### config.mk
export PLATFORM = sky130hd
export DESIGN_NAME = alu_md_flat
export DESIGN_NICKNAME = d
export VERILOG_FILES = /design/src/rtl/alu_md_if.sv /design/src/rtl/alu_md.sv /design/src/flat_wrapper.sv
export SDC_FILE = /design/constraint.sdc
export NUM_CORES = 2
export LEC_CHECK = 0
export CELL_PAD_IN_SITES_DETAIL_PLACEMENT = 1
export CELL_PAD_IN_SITES_GLOBAL_PLACEMENT = 1
export CORE_MARGIN = 1.5
export CORE_UTILIZATION = 40
export DETAILED_ROUTE_END_ITERATION = 12
export PLACE_DENSITY_LB_ADDON = 0.1
export SLEW_MARGIN = 20
export SYNTH_ARGS = -nofsm -noshare
export SYNTH_HDL_FRONTEND = slang
export SYNTH_SLANG_ARGS = --single-unit
### constraint.sdc
create_clock -name CLK -period 4.69 [get_ports CLK]
set_clock_uncertainty 0.05 [all_clocks]
set_input_delay 0.938 -clock CLK [delete_from_list [all_inputs] [get_ports CLK]]
set_output_delay 0.938 -clock CLK [all_outputs]
set_load 0.02 [all_outputs]
### src/rtl/alu_md_if.sv
// Operand/result handshake bundle for alu_md: valid/ready on both the
// operand side and the result side.
interface alu_md_if #(
  parameter int WIDTH = 32
);
  logic             IN_VALID;
  logic             IN_READY;
  logic [WIDTH-1:0] S1;
  logic [WIDTH-1:0] S2;
  logic [3:0]       OpCode;
  logic             MExt;
  logic             OUT_VALID;
  logic             OUT_READY;
  logic [WIDTH-1:0] OUT;
  logic             DivZero;

  modport master (
    output IN_VALID, S1, S2, OpCode, MExt, OUT_READY,
    input  IN_READY, OUT_VALID, OUT, DivZero
  );

  modport slave (
    input  IN_VALID, S1, S2, OpCode, MExt, OUT_READY,
    output IN_READY, OUT_VALID, OUT, DivZero
  );
endinterface

### src/rtl/alu_md.sv
// Execute-stage ALU with registered result, valid/ready flow control and
// RV32M multiply/divide; divide/remainder use an iterative restoring divider.
module alu_md #(
  parameter  int WIDTH = 32,
  localparam int SHW   = $clog2(WIDTH)
) (
  input logic    CLK,
  input logic    RST_N,
  alu_md_if.slave bus
);

  typedef enum logic [1:0] {IDLE, DIVIDE, DONE} state_t;

  localparam logic [SHW:0] LAST = (SHW+1)'(WIDTH);

  state_t           state, state_nx;
  logic             in_ready, accept;
  logic [WIDTH-1:0] a, b;
  logic [SHW-1:0]   sh;

  logic             is_div, div_signed, div_rem;
  logic             div_zero, div_ovf, div_fast, start_div;

  logic [WIDTH-1:0] base_res, mul_res, fast_res, single_res;
  logic             single_dz;
  logic [2*WIDTH-1:0] ma, mb, prod;

  logic [WIDTH-1:0] quo, rem, dvsr;
  logic [SHW:0]     cnt;
  logic             neg_q, neg_r, d_rem;
  logic [WIDTH:0]   trial;
  logic [WIDTH-1:0] mag_a, mag_b, q_fix, r_fix, div_res;
  logic             div_done;

  logic [WIDTH-1:0] out_q;
  logic             dz_q;

  assign a  = bus.S1;
  assign b  = bus.S2;
  assign sh = b[SHW-1:0];

  assign in_ready      = (state == IDLE) || (state == DONE && bus.OUT_READY);
  assign accept        = bus.IN_VALID && in_ready;
  assign bus.IN_READY  = in_ready;
  assign bus.OUT_VALID = (state == DONE);
  assign bus.OUT       = out_q;
  assign bus.DivZero   = dz_q;

  // Divide decode: OpCode[0]=unsigned, OpCode[1]=remainder
  assign is_div     = bus.MExt && bus.OpCode[2];
  assign div_signed = ~bus.OpCode[0];
  assign div_rem    = bus.OpCode[1];
  assign div_zero   = (b == '0);
  assign div_ovf    = div_signed && (a == {1'b1, {(WIDTH-1){1'b0}}}) && (b == '1);
  assign div_fast   = div_zero || div_ovf;
  assign start_div  = accept && is_div && !div_fast;

  always_comb begin
    base_res = '0;
    unique case (bus.OpCode)
      4'b0000: base_res = a + b;
      4'b1000: base_res = a - b;
      4'b0001: base_res = a << sh;
      4'b0010: base_res = {{(WIDTH-1){1'b0}}, ($signed(a) < $signed(b))};
      4'b0011: base_res = {{(WIDTH-1){1'b0}}, (a < b)};
      4'b0100: base_res = a ^ b;
      4'b0101: base_res = a >> sh;
      4'b1101: base_res = WIDTH'($signed(a) >>> sh);
      4'b0110: base_res = a | b;
      4'b0111: base_res = a & b;
      default: base_res = '0;
    endcase
  end

  // One shared 2W multiplier; operand extension selects the signedness
  always_comb begin
    ma = {{WIDTH{1'b0}}, a};
    mb = {{WIDTH{1'b0}}, b};
    if (bus.OpCode[1:0] == 2'b01 || bus.OpCode[1:0] == 2'b10)
      ma = {{WIDTH{a[WIDTH-1]}}, a};
    if (bus.OpCode[1:0] == 2'b01)
      mb = {{WIDTH{b[WIDTH-1]}}, b};
    prod    = ma * mb;
    mul_res = (bus.OpCode[1:0] == 2'b00) ? prod[WIDTH-1:0] : prod[2*WIDTH-1:WIDTH];
  end

  always_comb begin
    if (div_zero) fast_res = div_rem ? a : '1;
    else          fast_res = div_rem ? '0 : a;
    single_res = base_res;
    if (bus.MExt) single_res = bus.OpCode[2] ? fast_res : mul_res;
    single_dz  = is_div && div_zero;
  end

  assign mag_a    = (div_signed && a[WIDTH-1]) ? -a : a;
  assign mag_b    = (div_signed && b[WIDTH-1]) ? -b : b;
  assign trial    = {rem, quo[WIDTH-1]} - {1'b0, dvsr};
  assign div_done = (state == DIVIDE) && (cnt == LAST);
  assign q_fix    = neg_q ? -quo : quo;
  assign r_fix    = neg_r ? -rem : rem;
  assign div_res  = d_rem ? r_fix : q_fix;

  always_comb begin
    state_nx = state;
    unique case (state)
      IDLE:    if (accept) state_nx = start_div ? DIVIDE : DONE;
      DIVIDE:  if (div_done) state_nx = DONE;
      DONE: begin
        if (accept)              state_nx = start_div ? DIVIDE : DONE;
        else if (bus.OUT_READY)  state_nx = IDLE;
      end
      default: state_nx = IDLE;
    endcase
  end

  always_ff @(posedge CLK or negedge RST_N) begin
    if (!RST_N) state <= IDLE;
    else        state <= state_nx;
  end

  // Dividend shifts out of quo as quotient bits shift in; cnt==WIDTH is the sign-fix cycle
  always_ff @(posedge CLK or negedge RST_N) begin
    if (!RST_N) begin
      quo   <= '0;
      rem   <= '0;
      dvsr  <= '0;
      cnt   <= '0;
      neg_q <= 1'b0;
      neg_r <= 1'b0;
      d_rem <= 1'b0;
    end else if (start_div) begin
      quo   <= mag_a;
      rem   <= '0;
      dvsr  <= mag_b;
      cnt   <= '0;
      neg_q <= div_signed && (a[WIDTH-1] ^ b[WIDTH-1]);
      neg_r <= div_signed && a[WIDTH-1];
      d_rem <= div_rem;
    end else if (state == DIVIDE && cnt != LAST) begin
      if (!trial[WIDTH]) begin
        rem <= trial[WIDTH-1:0];
        quo <= {quo[WIDTH-2:0], 1'b1};
      end else begin
        rem <= {rem[WIDTH-2:0], quo[WIDTH-1]};
        quo <= {quo[WIDTH-2:0], 1'b0};
      end
      cnt <= cnt + 1'b1;
    end
  end

  always_ff @(posedge CLK or negedge RST_N) begin
    if (!RST_N) begin
      out_q <= '0;
      dz_q  <= 1'b0;
    end else if (accept && !start_div) begin
      out_q <= single_res;
      dz_q  <= single_dz;
    end else if (div_done) begin
      out_q <= div_res;
      dz_q  <= 1'b0;
    end
  end

endmodule

### src/flat_wrapper.sv
// flat-port wrapper written by rule: the top's interface ports become plain ports
module alu_md_flat 
#(
  parameter  int WIDTH = 32,
  localparam int SHW   = $clog2(WIDTH)
)
  (CLK, RST_N, bus_IN_VALID, bus_S1, bus_S2, bus_OpCode, bus_MExt, bus_OUT_READY, bus_IN_READY, bus_OUT_VALID, bus_OUT, bus_DivZero);
  alu_md_if #(.WIDTH(WIDTH)) bus_i ();
  input logic CLK;
  input logic RST_N;
  input wire logic [$bits(bus_i.IN_VALID)-1:0] bus_IN_VALID;
  input wire logic [$bits(bus_i.S1)-1:0] bus_S1;
  input wire logic [$bits(bus_i.S2)-1:0] bus_S2;
  input wire logic [$bits(bus_i.OpCode)-1:0] bus_OpCode;
  input wire logic [$bits(bus_i.MExt)-1:0] bus_MExt;
  input wire logic [$bits(bus_i.OUT_READY)-1:0] bus_OUT_READY;
  output wire logic [$bits(bus_i.IN_READY)-1:0] bus_IN_READY;
  output wire logic [$bits(bus_i.OUT_VALID)-1:0] bus_OUT_VALID;
  output wire logic [$bits(bus_i.OUT)-1:0] bus_OUT;
  output wire logic [$bits(bus_i.DivZero)-1:0] bus_DivZero;
  assign bus_i.IN_VALID = bus_IN_VALID;
  assign bus_i.S1 = bus_S1;
  assign bus_i.S2 = bus_S2;
  assign bus_i.OpCode = bus_OpCode;
  assign bus_i.MExt = bus_MExt;
  assign bus_i.OUT_READY = bus_OUT_READY;
  assign bus_IN_READY = bus_i.IN_READY;
  assign bus_OUT_VALID = bus_i.OUT_VALID;
  assign bus_OUT = bus_i.OUT;
  assign bus_DivZero = bus_i.DivZero;
  alu_md #(.WIDTH(WIDTH)) u_core (.CLK(CLK), .RST_N(RST_N), .bus(bus_i));
endmodule
==> results.sh <==
export IMPL_outcome="finished with violations"
export IMPL_violations="negative setup slack"
export IMPL_dp_hpwl_um=302300
export IMPL_synth_distinct_cells=98
export IMPL_ff2ff_setup_slack_ps=410
export IMPL_required_ps=4980
export IMPL_remaining_drc_errors=0
export IMPL_port_buffers=107
export IMPL_period_share=2.005
export IMPL_rsz0062_at_grt="yes"
export IMPL_reg2reg_to="u_core.rem[30]$_DFFE_PN0P_"
export IMPL_post_route_util=0.5303
export IMPL_hold_ws_ps=483.4
export IMPL_timing_slew_headroom=0.3092
export IMPL_arrival_ps=9690
export IMPL_cts_tree="yes"
export IMPL_syn_inst=7799
export IMPL_vias=64579
export IMPL_tightestPinTransition_ps=1036
export IMPL_start_kind="input port"
export IMPL_fp_dieH_um=408.9
export IMPL_max_freq_mhz=106.3
export IMPL_clockBufferDepth=2
export IMPL_crit_end="u_core.bus.OUT[24]$_DFFE_PN0P_"
export IMPL_ff2ff_path_depth=17
export IMPL_cp_end_kind="flop"
export IMPL_grt_pass1_vias=71586
export IMPL_cts_buffers=17
export IMPL_grt_max_degree=92
export IMPL_yosysWarnings=0
export IMPL_seq_area_frac_synth=0.05315
export IMPL_synth_edff_count=0
export IMPL_antenna_found_initial=17
export IMPL_clk_pin_slew_ps=80
export IMPL_viasPerCell=5.736
export IMPL_max_stage_delay_ps=650
export IMPL_dr_pass1_iters=5
export IMPL_layout_commonest_cell="inv_1"
export IMPL_setup_viol=32
export IMPL_layout_drive_gt1_share=0.2599
export IMPL_clkLatencyLatePin_ps=460
export IMPL_synth_area_um2=65910
export IMPL_ant_nets=0
export IMPL_cp_slowest_cell="fa_2"
export IMPL_design_core_area_um2=163100
export IMPL_num_rows=148
export IMPL_fin_crit_ps=9403
export IMPL_ios=108
export IMPL_dieArea_um2=167200
export IMPL_worstPathMaxFanout=6
export IMPL_clockRootBuffer="clkbuf_16"
export IMPL_wl_um=362000
export IMPL_htreeDepth=4
export IMPL_ys_seq_elements=140
export IMPL_synthArstFlopShare=1.000
export IMPL_die_w_um=408.9
export IMPL_cts_sinks=140
export IMPL_critPathLaunch="bus_OpCode[0]"
export IMPL_area_growth_pct=31.25
export IMPL_layout_nets=11011
export IMPL_synth_flop_cell="dfrtp_1"
export IMPL_hold_viol=0
export IMPL_track_usage=0.4339
export IMPL_layout_common_cells="1,562 x inv_1, 1,308 x buf_4, 1,296 x fa_1"
export IMPL_syn_nets=9742
export IMPL_drv_cap=0
export IMPL_syn_area_per_cell_um2=8.452
export IMPL_reg2reg_from="u_core.quo[31]$_DFFE_PN0P_"
export IMPL_routedWlPerCell_um=32.15
export IMPL_grt_pass1_wl_um=518000
export IMPL_cpMostUsedCell="fa_1"
export IMPL_min_path_type="flop to flop"
export IMPL_start_util=0.4040
export IMPL_ctsHoldBuffers=0
export IMPL_drtIter0Drc=5287
export IMPL_setup_slack_ps=-4713
export IMPL_overflow=0
export IMPL_critical_path_class="input port to flop"
export IMPL_holdPathStages=2
export IMPL_routabilityCongestion=1.044
export IMPL_drv_slew=0
[cells by family (layout without fill, tap and decap cells)]
kind of cell / after synthesis / count (layout) / synth area share
adder cells (fa/ha/maj): 1870 / 1870 / 0.5174
multiplexers: 89 / 89 / 0.01874
AND/OR/NAND/NOR: 2056 / 2056 / 0.1309
flip-flops: 140 / 140 / 0.05315
buffers and inverters: 2154 / 3436 / 0.1237
XOR/XNOR: 264 / 264 / 0.03508
other: 0 / 3 / 0
AO/OA/AOI/OAI: 1226 / 1226 / 0.1210
[state kept, by name, indices dropped and copies added, names as in the netlist]
| name | count |
|---|---|
| u_core.d_rem | 1 |
| u_core.bus.DivZero | 1 |
| u_core.quo | 32 |
| u_core.neg_q | 1 |
| u_core.bus.OUT | 32 |
| u_core.neg_r | 1 |
| u_core.dvsr | 32 |
| u_core.cnt | 6 |
| u_core.rem | 32 |
| u_core.state | 2 |
[worst min-delay path by stage]
stage | slack [ps] | to | startpoint
2_1_floorplan | 410 | u_core.dvsr[0]$_DFFE_PN0P_ | u_core.dvsr[0]$_DFFE_PN0P_
3_3_place_gp | 440 | u_core.dvsr[0]$_DFFE_PN0P_ | u_core.dvsr[0]$_DFFE_PN0P_
3_5_place_dp | 440 | u_core.dvsr[0]$_DFFE_PN0P_ | u_core.dvsr[0]$_DFFE_PN0P_
4_1_cts | 490 | u_core.dvsr[0]$_DFFE_PN0P_ | u_core.dvsr[0]$_DFFE_PN0P_
5_1_grt | 510 | u_core.dvsr[0]$_DFFE_PN0P_ | u_core.dvsr[0]$_DFFE_PN0P_
6_report | 480 | u_core.dvsr[0]$_DFFE_PN0P_ | u_core.dvsr[0]$_DFFE_PN0P_
[stage by stage]
| step | setup TNS, ps | cell area [um^2] | worst slack, ps | cells |
|---|---|---|---|---|
| 3_5_place_dp | -248940 | 80920 | -5910 | 11064 |
| 3_3_place_gp | -246720 | 80920 | -5814 | 11064 |
| 6_report | -141120 | 86510 | -4713 | 11259 |
| 2_1_floorplan | -135910 | 66710 | -4639 | 7799 |
| 5_1_grt | -147620 | 86510 | -4949 | 11256 |
| 4_1_cts | -140800 | 85180 | -4859 | 11218 |
[what timing repair did]
action                                  in CTS  in global routing
pin swaps                                  329                241
endpoints found under the setup margin     140                118
buffers inserted                           121                 50
endpoints found under the hold margin        0                  0
gates cloned                                 9                  1
resized for setup                          670                269
[final cells by class]
type	instances	area (um^2)
Inverter	1696	6506
Clock buffer	17	425.4
Timing Repair Buffer	1708	16050
Multi-Input combinational cell	5505	57070
Tap cell	2175	2721
Antenna cell	3	7.507
Sequential cell	140	3505
Fill cell	18858	76630
Clock inverter	15	229.0
[per-layer routing]
metal | vias to the layer above | GRT usage | share of wire
met2 | 2965 | 0.6871 | 0.45
met1 | 33960 | 0.5511 | 0.39
li1 | 26734 | - | -
met4 | 8 | 0.2636 | 0.079
met5 | - | 0 | 0.00012
met3 | 912 | 0.07932 | 0.082
[cells in the mapped netlist (all sizes together) (38+ instances only)]
master / number / share of area
ha: 444 / 0.084
a221o: 39 / 0.0059
dfrtp: 140 / 0.053
nor2: 817 / 0.047
a21o: 69 / 0.0079
o31ai: 49 / 0.0056
xor2: 66 / 0.0088
clkbuf: 308 / 0.018
nand3: 95 / 0.0072
buf: 150 / 0.0096
a21oi: 322 / 0.024
fa: 1426 / 0.43
nor3: 55 / 0.0042
a211oi: 79 / 0.0091
o211ai: 41 / 0.0047
o21ai: 303 / 0.023
nand2: 851 / 0.049
inv: 1680 / 0.096
xnor2: 198 / 0.026
mux2i: 48 / 0.0073
a31oi: 41 / 0.0039
nand4: 38 / 0.0036
[critical path, delay by kind of cell]
family,cells,cell delay (ps)
fa+ha+maj,12,5900
compound gates,2,200
buf+inv,14,1370
simple gates,8,1240
Power is left out: the tool's default activity adds up to more than one toggle a clock period on the data nets, which glitch-free logic cannot reach.
